$ cat src/rtl/layer_serializer.sv
// Layer output serializer: captures a full layer vector and streams it one element per cycle.
// Optional one-entry skid buffer enabled by defining LAYER_SER_SKID_EN.
module layer_serializer #(
  parameter int NN        = 10,
  parameter int dataWidth = 16
) (
  input  logic                    clk,
  input  logic                    rst,
  input  logic [NN-1:0]           i_valid,
  input  logic [NN*dataWidth-1:0] i_data,
  output logic                    x_valid,
  output logic [dataWidth-1:0]    x_out,
  output logic                    x_last,
  output logic                    busy,
  output logic                    overflow
);

  localparam int IDX_W = (NN > 1) ? $clog2(NN) : 1;
  localparam logic [IDX_W-1:0] LAST_IDX = IDX_W'(NN - 1);

  typedef enum logic {IDLE, SHIFT} state_t;

  state_t               state_reg;
  logic [IDX_W-1:0]     idx_reg;
  logic [IDX_W-1:0]     idx_inc;
  logic [dataWidth-1:0] in_elem [NN];
  logic [dataWidth-1:0] buf_reg [NN];
  logic                 x_valid_reg;
  logic [dataWidth-1:0] x_out_reg;
  logic                 x_last_reg;
  logic                 busy_reg;
  logic                 overflow_reg;
  logic                 capture;

`ifdef LAYER_SER_SKID_EN
  logic [dataWidth-1:0] skid_reg [NN];
  logic                 skid_full_reg;
`endif

  generate
    for (genvar gi = 0; gi < NN; gi++) begin : g_unpack
      assign in_elem[gi] = i_data[gi*dataWidth +: dataWidth];
    end
  endgenerate

  assign capture = &i_valid;
  assign idx_inc = idx_reg + IDX_W'(1);

  // idx_reg is the index of the element currently shown on x_out.
  always_ff @(posedge clk) begin
    if (!rst) begin
      state_reg    <= IDLE;
      idx_reg      <= '0;
      x_valid_reg  <= 1'b0;
      x_out_reg    <= '0;
      x_last_reg   <= 1'b0;
      busy_reg     <= 1'b0;
      overflow_reg <= 1'b0;
      for (int k = 0; k < NN; k++) buf_reg[k] <= '0;
`ifdef LAYER_SER_SKID_EN
      for (int k = 0; k < NN; k++) skid_reg[k] <= '0;
      skid_full_reg <= 1'b0;
`endif
    end else begin
      overflow_reg <= 1'b0;
      case (state_reg)
        IDLE: begin
          if (capture) begin
            buf_reg     <= in_elem;
            x_out_reg   <= in_elem[0];
            x_valid_reg <= 1'b1;
            x_last_reg  <= (NN == 1);
            idx_reg     <= '0;
            busy_reg    <= 1'b1;
            state_reg   <= SHIFT;
          end
        end
        SHIFT: begin
          if (idx_reg == LAST_IDX) begin
`ifdef LAYER_SER_SKID_EN
            // A parked vector goes first; a new capture refills the skid slot.
            if (skid_full_reg) begin
              buf_reg    <= skid_reg;
              x_out_reg  <= skid_reg[0];
              x_last_reg <= (NN == 1);
              idx_reg    <= '0;
              if (capture) skid_reg <= in_elem;
              else         skid_full_reg <= 1'b0;
            end else
`endif
            if (capture) begin
              buf_reg    <= in_elem;
              x_out_reg  <= in_elem[0];
              x_last_reg <= (NN == 1);
              idx_reg    <= '0;
            end else begin
              x_valid_reg <= 1'b0;
              x_last_reg  <= 1'b0;
              busy_reg    <= 1'b0;
              idx_reg     <= '0;
              state_reg   <= IDLE;
            end
          end else begin
            x_out_reg  <= buf_reg[idx_inc];
            x_last_reg <= (idx_inc == LAST_IDX);
            idx_reg    <= idx_inc;
            if (capture) begin
`ifdef LAYER_SER_SKID_EN
              if (skid_full_reg) begin
                overflow_reg <= 1'b1;
              end else begin
                skid_reg      <= in_elem;
                skid_full_reg <= 1'b1;
              end
`else
              overflow_reg <= 1'b1;
`endif
            end
          end
        end
        default: state_reg <= IDLE;
      endcase
    end
  end

  assign x_valid  = x_valid_reg;
  assign x_out    = x_out_reg;
  assign x_last   = x_last_reg;
  assign busy     = busy_reg;
  assign overflow = overflow_reg;

endmodule

$ cat config.mk
export PLATFORM = sky130hd
export DESIGN_NAME = layer_serializer
export DESIGN_NICKNAME = d
export VERILOG_FILES = /design/src/rtl/layer_serializer.sv
export SDC_FILE = /design/constraint.sdc
export NUM_CORES = 1
export LEC_CHECK = 0
export ABC_AREA = 1
export BUFFER_PORTS_ARGS = -buffer_cell sky130_fd_sc_hd__buf_2
export CAP_MARGIN = 5
export CORE_AREA = 2 2 127 129
export CTS_CLUSTER_SIZE = 28
export DETAILED_ROUTE_END_ITERATION = 10
export DIE_AREA = 0 0 129 131
export PLACE_DENSITY_LB_ADDON = 0.1
export REMOVE_ABC_BUFFERS = 1
export SLEW_MARGIN = 10
export SYNTH_ARGS = -nofsm -noshare
export SYNTH_HDL_FRONTEND = slang
export SYNTH_SLANG_ARGS = --single-unit
export TNS_END_PERCENT = 100
$ cat constraint.sdc
create_clock -name clk -period 5.1 [get_ports clk]
set_clock_uncertainty 0.1 [all_clocks]
set_input_delay 0 -clock clk [delete_from_list [all_inputs] [get_ports clk]]
set_output_delay 0 -clock clk [all_outputs]
set_load 0.02 [all_outputs]
==> impl_metrics.yaml <==
grt:
  grt_pass1_vias: 9250
  grt_pass1_wl_um: 43500
  grt_start_max_net_pins: 92
  grt_usage_pct: 32.1
  overflow: 0
  grt_antenna_before_repair: 0
synthesis:
  ys.flop_type: "dfxtp_1"
  synth_seq_cells: 184
  synth_compound_area_share_pct: 10.8
  synth_adder_area_share_pct: 0.417
  synthXorXnorAreaFrac_pct: 0
  yosysMostFrequentCell: "nor2_1"
  synth_top_cell_by_area: "dfxtp_1"
  synth_edf_count: 0
  synth_area_leaders: "dfxtp_1 (41%), nor2_1 (11%), nand2_1 (9.6%)"
  yosys.area_share.simple_pct: 36.7
  syn_area_per_cell_um2: 6.52
  synth_top_area_share_pct: 40.9
  synth_mux_area_share_pct: 0
  async_flop_share_pct: 0
  synth_warnings: 0
  synthCells: 1381
  synth_top_family_by_area: "simple AND/OR/NAND/NOR gates"
  yosys-top-cells-count: "nor2_1 (266), nand2_1 (229), dfxtp_1 (184)"
  syn_area_um2: 9000
  ys_seq_area_share_pct: 40.9
  synth_cell_types: 23
timing:
  min_period_ns: 3.17
  finalMaxSlewViolations: 0
  relSlewSlack_pct: 37.1
  setup_viol: 0
  finalCritPeriodShare_pct: 62.1
  worst_slew_pin_slew_ns: 0.944
  max_clock_freq_ghz: 0.316
  setup_slack_ns: 1.93
  grt_setup_unrepaired: "false"
  final-hold-violation-count: 0
final_layout:
  num_antenna_cells: 0
  utilization_pct: 76.5
  drive_gt1_share_pct: 14.6
  largest_reg_flops: 160
  fin_nets: 1825
  syn2layout_area_growth_pct: 32.6
  nFillCells: 1231
die:
  die_area_um2: 16900
  io_pins: 192
  rows: 46
  die_x_um: 129
  start_util_pct: 57.7
  coreArea_um2: 15600
  die_y_um: 131
cts:
  cts-root-buf: "clkbuf_16"
  path_clk_slew_ns: 0.07
  cts.sinks: 184
  clock_path_buffers: 2
  clk_latency_ns: 0.43
  h-tree-depth: 4
  cts_made_buffers: 17
  cts_tree: "yes"
place:
  dp_slack_ns: 1.96
  gp_congestion: 0.818
  io_buffers: 191
  place_hpwl_um: 13900
drt:
  dr_total_vias: 9921
  drc_errors: 0
  routed_wl_um: 27200
  postRouteAntennaNets: 0
  firstDrtPassIters: 5
  drt_iter0_drc: 848
  wl_per_cell_um: 14.5
  routed_via_density: 5.28
critical_path:
  cp.arrival_ns: 3.42
  path_class: "flop to flop"
  crit_path_max_fanout: 51
  end_kind: "flop"
  start_kind: "flop"
  crit_required_ns: 5.35
pwr:
  powerDensity_nw_per_um2: 249
  leakage_nw: 5.36
  peakVddDrop_v: 0.000210
worst_hold_path:
  hp-class: "input pin to flop"
outcome:
  status: "finished, final reports clean"
run:
  max_cap_violations: 0
==> cell families after synthesis <==
| kind of cell | after synthesis |
|---|---|
| DFF | 184 |
| buffers and inverters | 227 |
| and+or+nand+nor | 774 |
| AOI/OAI and AO/OA | 193 |
| adders and majority gates | 3 |
==> per-layer routing <==
| metal | vias up | GRT usage, % | routed length, um |
|---|---|---|---|
| li1 | 4966 | - | - |
| met1 | 4502 | 39.2 | 11400 |
| met2 | 392 | 56.5 | 13400 |
| met3 | 61 | 6.43 | 1850 |
| met4 | 0 | 11.5 | 615 |
| met5 | - | 0 | 0 |
==> path summary, 6_finish.rpt <==
path / from / to / slack, ns / depth (start not counted)
min reg2reg: x_last / x_last / 0.40 / 2
min: rst / x_out[6] / 0.07 / 3
max: idx_reg[0] / x_out[5] / 1.93 / 7
max reg2reg: idx_reg[0] / x_out[5] / 1.93 / 7
==> timing repair <==
item                      CTS  global route
gates resized for setup     0             0
buffers inserted            0             0
hold endpoints to repair  176             0
hold buffers              160             0
==> metrics by stage <==
stage | cells | setup TNS, ns | power, W | hold WS (ns) | instance area (um^2)
finish | 1878 | 0 | 0.00297 | 0.0723 | 11900
global route | 1878 | 0 | 0.00305 | 0.0886 | 11900
CTS | 1878 | 0 | 0.00296 | 0.0554 | 11900
detailed placement | 1687 | 0 | 0.00158 | 0.134 | 9750
global placement | 1687 | 0 | 0.00158 | 0.129 | 9750
floorplan | 1270 | -159.70 | 0.00149 | 0.0230 | 8430
==> critical path, cell delays in order, from the launching register on <==
cell      delay (ns)
dfxtp_4         0.68
ha_1            0.25
nand2_1         0.07
nand2_2         0.56
clkinv_1        0.85
nand3_1         0.35
nand3_1         0.10
a21oi_1         0.12
==> where the power goes <==
part	leakage [nW]	internal, W	switching [W]
Clock	0.291	0.000767	0.000550
Combinational	3.59	0.000135	0.0000775
Sequential	1.48	0.00144	0.00000119
Total	5.36	0.00234	0.000629
==> cell usage in the layout (no fill, tap or decap), drive strengths merged <==
cell         Yosys  layout
nor2           268     268
nand2          231     231
buf             55     201
dfxtp          184     184
o21ai          172     172
dlygate4sd3      0     160
nor3           144     144
nand3          120     120
inv            114     114
clkbuf          56      22
a21oi           19      19
nand4           11      11
clkinv           2       8
ha               3       3
o21bai           2       2
bufinv           0       2
clkinvlp         0       1
==> final cells by class <==
type | instances | area, um^2 | share of cell area [%]
inverter | 116 | 438 | 3.67
multi-input combinational | 970 | 4320 | 36.2
timing repair buffer | 361 | 2640 | 22.1
tap | 216 | 270 | 2.27
clock inverter | 9 | 97.6 | 0.818
sequential | 184 | 3690 | 30.9
clock buffer | 22 | 484 | 4.06
Note: power is estimated with default switching activity, not from simulation.
